==> src/rtl/control_unit_if.sv <==
// Control-bus bundle between the instruction sequencer and the datapath/memory blocks.
// master: the sequencer (drives strobes, samples readies); slave: the datapath/memory side.
interface control_unit_if #(
   parameter int OPCODE_W = 5
);
   logic                enable;
   logic [OPCODE_W-1:0] ir_opcode;
   logic [3:0]          flags;
   logic                im_ready;
   logic                dm_ready;

   logic                rd_en_im;
   logic                wr_en_im;
   logic                rd_en_dm;
   logic                wr_en_dm;
   logic                inc_pc;
   logic                load_reg;
   logic [2:0]          load_select;
   logic [OPCODE_W-1:0] alu_opcode;
   logic                alu_mode;
   logic                mux_sel_a;
   logic                mux_sel_b;
   logic                halted;
   logic                illegal;
   logic                bus_err;

   modport master (
      input  enable, ir_opcode, flags, im_ready, dm_ready,
      output rd_en_im, wr_en_im, rd_en_dm, wr_en_dm, inc_pc, load_reg, load_select,
             alu_opcode, alu_mode, mux_sel_a, mux_sel_b, halted, illegal, bus_err
   );

   modport slave (
      output enable, ir_opcode, flags, im_ready, dm_ready,
      input  rd_en_im, wr_en_im, rd_en_dm, wr_en_dm, inc_pc, load_reg, load_select,
             alu_opcode, alu_mode, mux_sel_a, mux_sel_b, halted, illegal, bus_err
   );
endinterface

==> src/rtl/control_unit.sv <==
// Fetch/decode/execute sequencer driving the CPU control strobes.
// Latency: 3 cycles per ALU/branch instruction, plus one per memory wait state.
// Backpressure: holds read/write enables until im_ready/dm_ready; TIMEOUT cycles without ready -> bus_err + HALT.
module control_unit #(
   parameter int OPCODE_W = 5,
   parameter int TIMEOUT  = 15
) (
   input logic            clk,
   input logic            rst_n,
   control_unit_if.master bus
);

   localparam int CNT_W = $clog2(TIMEOUT + 1);

   localparam logic [OPCODE_W-1:0] OP_LOGIC_MAX = OPCODE_W'(8'h0F);
   localparam logic [OPCODE_W-1:0] OP_LOAD      = OPCODE_W'(8'h10);
   localparam logic [OPCODE_W-1:0] OP_STORE     = OPCODE_W'(8'h11);
   localparam logic [OPCODE_W-1:0] OP_JMP       = OPCODE_W'(8'h12);
   localparam logic [OPCODE_W-1:0] OP_BEQ       = OPCODE_W'(8'h13);
   localparam logic [OPCODE_W-1:0] OP_BNE       = OPCODE_W'(8'h14);
   localparam logic [OPCODE_W-1:0] OP_ALUI      = OPCODE_W'(8'h15);
   localparam logic [OPCODE_W-1:0] OP_HALT      = OPCODE_W'(8'h1F);

   typedef enum logic [2:0] {
      IDLE, FETCH, DECODE, EXEC, MEM_RD, MEM_WR, BRANCH, HALT
   } state_t;

   state_t              state;
   logic [OPCODE_W-1:0] op_q;
   logic [CNT_W-1:0]    wait_cnt;
   logic                bus_err_q;

   logic   wait_ready;
   logic   timed_out;
   state_t boundary;
   logic   unused_flags;

   function automatic logic is_alu(input logic [OPCODE_W-1:0] op);
      return (op <= OP_LOGIC_MAX) || (op == OP_ALUI);
   endfunction

   function automatic logic is_legal(input logic [OPCODE_W-1:0] op);
      return is_alu(op) || (op == OP_LOAD) || (op == OP_STORE) || (op == OP_JMP) ||
             (op == OP_BEQ) || (op == OP_BNE) || (op == OP_HALT);
   endfunction

   assign unused_flags = ^bus.flags[3:1];

   // Ready arriving in the limit cycle beats the timeout.
   always_comb begin
      wait_ready = (state == FETCH) ? bus.im_ready : bus.dm_ready;
      timed_out  = (state inside {FETCH, MEM_RD, MEM_WR}) && !wait_ready &&
                   (wait_cnt == CNT_W'(TIMEOUT - 1));
      boundary   = bus.enable ? FETCH : IDLE;
   end

   always_ff @(posedge clk or negedge rst_n) begin
      if (!rst_n) begin
         state     <= IDLE;
         op_q      <= '0;
         wait_cnt  <= '0;
         bus_err_q <= 1'b0;
      end else begin
         case (state)
            IDLE: begin
               wait_cnt <= '0;
               if (bus.enable) state <= FETCH;
            end
            FETCH: begin
               if (bus.im_ready) begin
                  state    <= DECODE;
                  wait_cnt <= '0;
               end else if (timed_out) begin
                  state     <= HALT;
                  bus_err_q <= 1'b1;
               end else begin
                  wait_cnt <= wait_cnt + CNT_W'(1);
               end
            end
            DECODE: begin
               op_q     <= bus.ir_opcode;
               wait_cnt <= '0;
               if (is_alu(bus.ir_opcode))                                 state <= EXEC;
               else if (bus.ir_opcode == OP_LOAD)                         state <= MEM_RD;
               else if (bus.ir_opcode == OP_STORE)                        state <= MEM_WR;
               else if (bus.ir_opcode inside {OP_JMP, OP_BEQ, OP_BNE})    state <= BRANCH;
               else if (bus.ir_opcode == OP_HALT)                         state <= HALT;
               else                                                       state <= boundary;
            end
            EXEC, BRANCH: begin
               wait_cnt <= '0;
               state    <= boundary;
            end
            MEM_RD, MEM_WR: begin
               if (bus.dm_ready) begin
                  state    <= boundary;
                  wait_cnt <= '0;
               end else if (timed_out) begin
                  state     <= HALT;
                  bus_err_q <= 1'b1;
               end else begin
                  wait_cnt <= wait_cnt + CNT_W'(1);
               end
            end
            HALT:    state <= HALT;
            default: state <= IDLE;
         endcase
      end
   end

   always_comb begin
      bus.rd_en_im    = 1'b0;
      bus.wr_en_im    = 1'b0;
      bus.rd_en_dm    = 1'b0;
      bus.wr_en_dm    = 1'b0;
      bus.inc_pc      = 1'b0;
      bus.load_reg    = 1'b0;
      bus.load_select = 3'b000;
      bus.alu_opcode  = '0;
      bus.alu_mode    = 1'b0;
      bus.mux_sel_a   = 1'b0;
      bus.mux_sel_b   = 1'b0;
      bus.halted      = 1'b0;
      bus.illegal     = 1'b0;
      bus.bus_err     = bus_err_q;
      case (state)
         FETCH: begin
            bus.rd_en_im = 1'b1;
            if (bus.im_ready) begin
               bus.load_reg    = 1'b1;
               bus.load_select = 3'b001;
            end
         end
         DECODE: begin
            bus.inc_pc  = 1'b1;
            bus.illegal = !is_legal(bus.ir_opcode);
         end
         EXEC: begin
            bus.load_reg    = 1'b1;
            bus.load_select = 3'b100;
            if (op_q == OP_ALUI) begin
               bus.mux_sel_b = 1'b1;
            end else begin
               bus.alu_opcode = op_q;
               bus.alu_mode   = op_q[3];
            end
         end
         MEM_RD: begin
            bus.rd_en_dm = 1'b1;
            if (bus.dm_ready) begin
               bus.load_reg    = 1'b1;
               bus.load_select = 3'b010;
            end
         end
         MEM_WR: bus.wr_en_dm = 1'b1;
         BRANCH: begin
            if ((op_q == OP_JMP) || ((op_q == OP_BEQ) && bus.flags[0]) ||
                ((op_q == OP_BNE) && !bus.flags[0])) begin
               bus.load_reg = 1'b1;
            end
         end
         HALT:    bus.halted = 1'b1;
         default: ;
      endcase
   end

endmodule

==> src/flat_wrapper.sv <==
// flat-port wrapper written by rule: the top's interface ports become plain ports
module control_unit_flat 
#(
   parameter int OPCODE_W = 5,
   parameter int TIMEOUT  = 15
)
  (clk, rst_n, bus_enable, bus_ir_opcode, bus_flags, bus_im_ready, bus_dm_ready, bus_rd_en_im, bus_wr_en_im, bus_rd_en_dm, bus_wr_en_dm, bus_inc_pc, bus_load_reg, bus_load_select, bus_alu_opcode, bus_alu_mode, bus_mux_sel_a, bus_mux_sel_b, bus_halted, bus_illegal, bus_bus_err);
  control_unit_if #(.OPCODE_W(OPCODE_W)) bus_i ();
  input logic clk;
  input logic rst_n;
  input wire logic [$bits(bus_i.enable)-1:0] bus_enable;
  input wire logic [$bits(bus_i.ir_opcode)-1:0] bus_ir_opcode;
  input wire logic [$bits(bus_i.flags)-1:0] bus_flags;
  input wire logic [$bits(bus_i.im_ready)-1:0] bus_im_ready;
  input wire logic [$bits(bus_i.dm_ready)-1:0] bus_dm_ready;
  output wire logic [$bits(bus_i.rd_en_im)-1:0] bus_rd_en_im;
  output wire logic [$bits(bus_i.wr_en_im)-1:0] bus_wr_en_im;
  output wire logic [$bits(bus_i.rd_en_dm)-1:0] bus_rd_en_dm;
  output wire logic [$bits(bus_i.wr_en_dm)-1:0] bus_wr_en_dm;
  output wire logic [$bits(bus_i.inc_pc)-1:0] bus_inc_pc;
  output wire logic [$bits(bus_i.load_reg)-1:0] bus_load_reg;
  output wire logic [$bits(bus_i.load_select)-1:0] bus_load_select;
  output wire logic [$bits(bus_i.alu_opcode)-1:0] bus_alu_opcode;
  output wire logic [$bits(bus_i.alu_mode)-1:0] bus_alu_mode;
  output wire logic [$bits(bus_i.mux_sel_a)-1:0] bus_mux_sel_a;
  output wire logic [$bits(bus_i.mux_sel_b)-1:0] bus_mux_sel_b;
  output wire logic [$bits(bus_i.halted)-1:0] bus_halted;
  output wire logic [$bits(bus_i.illegal)-1:0] bus_illegal;
  output wire logic [$bits(bus_i.bus_err)-1:0] bus_bus_err;
  assign bus_i.enable = bus_enable;
  assign bus_i.ir_opcode = bus_ir_opcode;
  assign bus_i.flags = bus_flags;
  assign bus_i.im_ready = bus_im_ready;
  assign bus_i.dm_ready = bus_dm_ready;
  assign bus_rd_en_im = bus_i.rd_en_im;
  assign bus_wr_en_im = bus_i.wr_en_im;
  assign bus_rd_en_dm = bus_i.rd_en_dm;
  assign bus_wr_en_dm = bus_i.wr_en_dm;
  assign bus_inc_pc = bus_i.inc_pc;
  assign bus_load_reg = bus_i.load_reg;
  assign bus_load_select = bus_i.load_select;
  assign bus_alu_opcode = bus_i.alu_opcode;
  assign bus_alu_mode = bus_i.alu_mode;
  assign bus_mux_sel_a = bus_i.mux_sel_a;
  assign bus_mux_sel_b = bus_i.mux_sel_b;
  assign bus_halted = bus_i.halted;
  assign bus_illegal = bus_i.illegal;
  assign bus_bus_err = bus_i.bus_err;
  control_unit #(.OPCODE_W(OPCODE_W), .TIMEOUT(TIMEOUT)) u_core (.clk(clk), .rst_n(rst_n), .bus(bus_i));
endmodule
==> config.mk <==
export PLATFORM = sky130hd
export DESIGN_NAME = control_unit_flat
export DESIGN_NICKNAME = d
export VERILOG_FILES = /design/src/rtl/control_unit_if.sv /design/src/rtl/control_unit.sv /design/src/flat_wrapper.sv
export SDC_FILE = /design/constraint.sdc
export NUM_CORES = 1
export LEC_CHECK = 0
export CAP_MARGIN = 20
export CORE_AREA = 3 3 50 52
export CTS_CLUSTER_SIZE = 40
export DETAILED_ROUTE_END_ITERATION = 10
export DIE_AREA = 0 0 53 55
export PLACE_DENSITY = 0.8
export SLEW_MARGIN = 20
export SYNTH_ARGS = -nofsm -noshare
export SYNTH_HDL_FRONTEND = slang
export SYNTH_SLANG_ARGS = --single-unit
export TNS_END_PERCENT = 1
==> constraint.sdc <==
create_clock -name clk -period 3.3 [get_ports clk]
set_clock_uncertainty 0.1 [all_clocks]
set_input_delay 0.66 -clock clk [delete_from_list [all_inputs] [get_ports clk]]
set_output_delay 0.66 -clock clk [all_outputs]
set_load 0.02 [all_outputs]
=== Yosys cells after proc, flatten, opt, wreduce, memory -nomap -nowiden ===
Index checks and enable logic that the tools add are counted.

* $add $sub $neg: 1
* Multipliers: 0
* Divide/modulo/power cells: 0
* $lt $le $gt $ge: 1
* Equality and inequality tests: 22
* Shifts and indexed selects: 0
* Multiplexer cells: 39
* Bitwise logic cells: 0
* Reduce and logical (&&, ||, !) cells: 25

{| class="wikitable"
|+ Operators with widths
! operator !! count
|-
| equality test 5 bit (second input constant) || 11
|-
| two-way mux 3 bit || 9
|-
| two-way mux 1 bit || 19
|-
| case mux 3 bit (6 select lines) || 1
|-
| equality test 3 bit (second input constant) || 4
|-
| two-way mux 4 bit || 3
|-
| case mux 4 bit (3 select lines) || 1
|-
| two-way mux 5 bit || 2
|-
| logical OR 1 bit || 9
|-
| case mux 3 bit (3 select lines) || 1
|-
| nonzero test 3 bit || 3
|-
| equality test 3 x 2 -> 1 bit (second input constant) || 2
|-
| != test 2 bit (second input constant) || 3
|-
| less-or-equal comparator 5 x 4 -> 1 bit (second input constant) || 1
|-
| adder 4 x 1 -> 4 bit (second input constant) || 1
|-
| equality test 4 bit (second input constant) || 1
|-
| logical AND 1 bit || 4
|-
| case mux 1 bit (4 select lines) || 1
|-
| OR reduction 2 bit || 2
|-
| OR reduction 4 bit || 1
|-
| equality test 3 x 1 -> 1 bit (second input constant) || 1
|-
| logical NOT 1 bit || 3
|-
| logical NOT 3 bit || 1
|-
| AND reduction 3 bit || 1
|-
| other kinds (3) || 3
|}

* Register bits: 13
* Bits in latches: 0
* RAM bits: 0
* Memory bits (read-only): 0
* Output and inout bits: 20
* Logic and storage cells: 92
* Memories kept: 0

=== Depth between registers and ports, before layout ===
* Word-level depth: 10
* Mapped depth: 7
* Depth with buffers taken out: 6

=== Least setup slack after synthesis ===
OpenSTA, ideal clock, no wires.

* Kind: register to output
* Start: reg u_core.state[2]
* End: out bus_load_reg
* Arrival: 1,728 ps
* Required time: 2,540 ps
* Setup slack: 812 ps
* Stages on the path, launching flop included: 6
* Buffers on the path: 1
* Cells stage by stage: dfrtp_1 -> buf_4 -> inv_1 -> nor3_1 -> and2_1 -> o31a_1

* Longest elaborated chain between the ends: 2

{| class="wikitable"
|+ RTL lines
! what !! line !! RTL
|-
| start: declaration || control_unit.sv:28 || <nowiki>state_t state;</nowiki>
|-
| start signal: assignment || control_unit.sv:88 || <nowiki>else state <= boundary;</nowiki>
|-
| start signal: assignment || control_unit.sv:92 || <nowiki>state <= boundary;</nowiki>
|-
| start signal: assignment || control_unit.sv:96 || <nowiki>state <= boundary;</nowiki>
|-
| equality test 3 bit (tied with other cells) || control_unit.sv:126 || <nowiki>case (state)</nowiki>
|-
| case mux 1 bit (4 select lines) (*) || control_unit.sv:126 ||
|-
| end: declaration || flat_wrapper.sv:21 || <nowiki>output wire logic [$bits(bus_i.load_reg)-1:0] bus_load_reg;</nowiki>
|}

Every way passes the cells marked *; elsewhere a longest branch is shown, timed or not.

=== Final worst setup path ===
* Start: in bus_flags[0]
* End: out bus_load_reg

* Longest elaborated chain between the ends: 5

{| class="wikitable"
|+ RTL lines
! what !! line !! RTL
|-
| start: declaration || flat_wrapper.sv:13 || <nowiki>input wire logic [$bits(bus_i.flags)-1:0] bus_flags;</nowiki>
|-
| logical AND 1 bit / logical NOT 1 bit (equally long branches) || control_unit.sv:157, control_unit.sv:158 ||
|-
| logical OR 1 bit / logical AND 1 bit (equally long branches) || control_unit.sv:157, control_unit.sv:158 ||
|-
| logical OR 1 bit (*) || control_unit.sv:157 || <nowiki>if ((op_q == OP_JMP) || ((op_q == OP_BEQ) && bus.flags[0]) ||</nowiki>
|-
| two-way mux 1 bit (*) || control_unit.sv:157 ||
|-
| case mux 1 bit (4 select lines) (*) || control_unit.sv:126 ||
|}

Marked as above.

==> impl_metrics.env <==
export IMPL_hpwl_um=1830
export IMPL_postSynthRegisterBits=13
export IMPL_io_pins=34
export IMPL_critical_path_peak_fanout=2
export IMPL_post_synth_instance_area_um2=981
export IMPL_r2r_setup_slack_ns=1.04
export IMPL_cts_inserted_buffers=3
export IMPL_syn_instance_count=116
export IMPL_die_width_um=53
export IMPL_clk_insertion_delay_late_ns=0.28
export IMPL_synth_largest_area_cell="dfrtp_1"
export IMPL_synth_async_reset_ratio_pct=100
export IMPL_p_int_mw=0.491
export IMPL_clkTransAtPathRegs_ns=0.08
export IMPL_synth_edff_count=0
export IMPL_timing_worst_setup_path_type="in2out"
export IMPL_slowest_stage_cell_cp="clkdlybuf4s50_1"
export IMPL_slew_limit_headroom_pct=60.6
export IMPL_final_max_slew_viol_count=0
export IMPL_drtPass1Iterations=4
export IMPL_transition_time_of_the_tightest_slew_check_pin_ns=0.590
export IMPL_cts_tree="built"
export IMPL_synth_area_per_cell_um2=8.46
export IMPL_post_route_cells_drive_above_1_share_pct=10.4
export IMPL_ys_dominant_reg_cell="dfrtp_1"
export IMPL_r2r_end="u_core.wait_cnt[0]"
export IMPL_maximum_resistive_drop_on_vdd_mv=0.468
export IMPL_num_rows=17
export IMPL_grt_util_all_layers_pct=17.9
export IMPL_min_period_ns=3.16
export IMPL_floorplan_core_area_um2=2150
export IMPL_classification_of_the_worst_slack_hold_path="reg2reg"
export IMPL_lkg_pwr_nw=0.521
export IMPL_drv_cap=0
export IMPL_grt_first_pass_wirelength_um=3850
export IMPL_crit_required_ns=2.54
export IMPL_final_hold_violation_count=0
export IMPL_timing_critical_path_slowest_cell_delay_ns=0.59
export IMPL_wl_per_cell_um=13.6
export IMPL_grt_overflow=0
export IMPL_netlist_area_leader_share_pct=33.2
export IMPL_floorplan_initialDensity_pct=45.7
export IMPL_power_clock_fraction_pct=11.3
export IMPL_outcome="completed"
export IMPL_cts_root_buf="clkbuf_4"
export IMPL_antenna_cells=0
export IMPL_via_per_inst=5.55
export IMPL_synth_top_cells_by_area="dfrtp_1 (33%), o21ai_0 (4.6%), ha_1 (3.8%)"
export IMPL_report_power_total_mw=0.867
export IMPL_rsz0062_at_grt="no"
export IMPL_synth_warning_count=0
export IMPL_cpMostUsedCell="clkdlybuf4s50_1"
export IMPL_yosysUniqueCellTypes=45
export IMPL_htreeDepth=1
export IMPL_area_growth_synth_to_final_pct=31.8
export IMPL_critPathLaunchType="input pin"
export IMPL_finish_net_count=162
export IMPL_routed_wirelength_um=2340
export IMPL_sinks_on_the_clock_net=13
export IMPL_fp_dieArea_um2=2920
export IMPL_number_of_resized_instances_in_the_post_cts_repair_step=0
export IMPL_number_of_buffers_inserted_to_repair_setup_after_cts=0
export IMPL_crit_arrival_ns=2.40
export IMPL_synth_seq_area_share_pct=33.2
export IMPL_route_antenna_remaining_nets=0
export IMPL_comb_power_share_pct=55.9
export IMPL_report_final_setup_viol=0
export IMPL_final_critical_path_setup_slack_ns=0.135
export IMPL_power_density_nw_per_um2=671
export IMPL_crit_start="bus_flags[0]"
export IMPL_fmax_ghz=0.316
export IMPL_grt_pass1_vias=866
export IMPL_timing_rr_start="u_core.state[2]"
export IMPL_number_of_antenna_violations_at_the_first_check_in_global_routing=0
export IMPL_first_iteration_detailed_routing_drc_count=18
export IMPL_cts_hold_buffers=0
export IMPL_via_count=955
export IMPL_yosys_cell_count_top_type="dfrtp_1"
export IMPL_worst_r2r_cell_count=6
export IMPL_end_kind="output pin"
export IMPL_post_synth_most_frequent_cells="dfrtp_1 (13), nand2_1 (9), o21ai_0 (9), inv_1 (8), a21oi_1 (7)"
export IMPL_seq_power_share_pct=32.8
export IMPL_gp_congestion=0.802
export IMPL_fin_tns_setup_ns=0
export IMPL_die_height_um=55
export IMPL_setup_worst_path_end="bus_load_reg"
export IMPL_preCtsSetupSlack_ns=0.121
export IMPL_crit_path_cell_trace="clkdlybuf4s50_1, nor3b_1, a21oi_1, a2111oi_0, o31a_1, clkdlybuf4s50_1"
export IMPL_finalHoldWorstSlack_ns=0.380
export IMPL_buffer_ports_inserted=28
export IMPL_power_switching_share_pct=43.3
export IMPL_finalCritPeriodShare_pct=95.9
export IMPL_switchingPower_mw=0.376
export IMPL_maximum_buffer_depth_of_the_clock_tree=2
export IMPL_drt_drc_violations_left=0
export IMPL_grt_max_degree=16
==> power groups by stage <==
stage / clock network (mW) / registers [mW] / logic [mW]
floorplan: 0 / 0.254 / 0.346
global placement: 0 / 0.279 / 0.466
detailed placement: 0 / 0.285 / 0.481
CTS: 0.101 / 0.281 / 0.485
global route: 0.108 / 0.294 / 0.532
finish: 0.0980 / 0.284 / 0.485
==> through the flow <==
step                      cells  util [%]  area, µm²
final                       172      60.2       1290
after global routing        172      60.2       1290
after CTS                   172      60.2       1290
after detailed placement    168      58.9       1270
after global placement      168      58.9       1270
after floorplan             117         -        985
==> worst max-delay path, delay by kind of cell <==
kind	cells	cell delay (ns)
simple gates	1	0.18
buf+inv	2	1.01
compound gates	3	0.55
==> kinds of logic after synthesis <==
logic type | after synthesis | share of synthesized area, %
adder cells (fa/ha/maj) | 3 | 3.83
XOR/XNOR | 1 | 0.893
other | 1 | 0.382
flip-flops | 13 | 33.2
AO/OA/AOI/OAI | 36 | 24.7
buffers and inverters | 15 | 8.04
multiplexers | 3 | 3.44
AND/OR/NAND/NOR | 44 | 25.5
==> layer usage <==
metal	GRT usage, %	share of wire, %	vias up
li1	-	-	476
met1	25.0	47	446
met2	26.9	47	27
met3	1.34	4.0	6
met4	11.1	2.2	0
met5	0	0	-
==> registers in the layout (all words and copies together) (netlist names) <==
register            flops
u_core.bus.bus_err      1
u_core.wait_cnt         4
u_core.state            3
u_core.op_q             5
==> layout by cell type (no fill, tap or decap), types with 2 or more instances in the layout <==
cell,count
nor3b_1,3
o2bb2ai_1,2
nand2_1,9
dfrtp_1,13
nor3_1,4
buf_4,2
and3_1,5
or3_1,2
mux2_2,3
inv_1,8
clkbuf_4,3
nor2_1,3
a21oi_1,7
nand2b_1,2
clkdlybuf4s50_1,28
ha_1,3
nand3_1,4
a31oi_1,2
conb_1,2
o21ai_0,9
nor2b_1,2
o21a_1,4
==> worst min-delay path by stage <==
stage / end / start / cells past startpoint / slack [ns]
after global routing: u_core.bus.bus_err / u_core.bus.bus_err / 1 / 0.43
after CTS: u_core.bus.bus_err / u_core.bus.bus_err / 1 / 0.38
final: u_core.bus.bus_err / u_core.bus.bus_err / 1 / 0.38
after global placement: u_core.bus.bus_err / u_core.bus.bus_err / 1 / 0.35
after floorplan: u_core.bus.bus_err / rst_n / 0 / 0.26
after detailed placement: u_core.bus.bus_err / u_core.bus.bus_err / 1 / 0.36
==> layout make-up <==
class / count / area (µm²)
clock buffers: 4 / 26.3
multi-input cells: 89 / 581
inverters: 8 / 30.0
flip-flops and latches: 13 / 325
repair buffers: 30 / 295
well taps: 28 / 35.0
fillers: 194 / 856
Power figures use the tool's default switching activity.
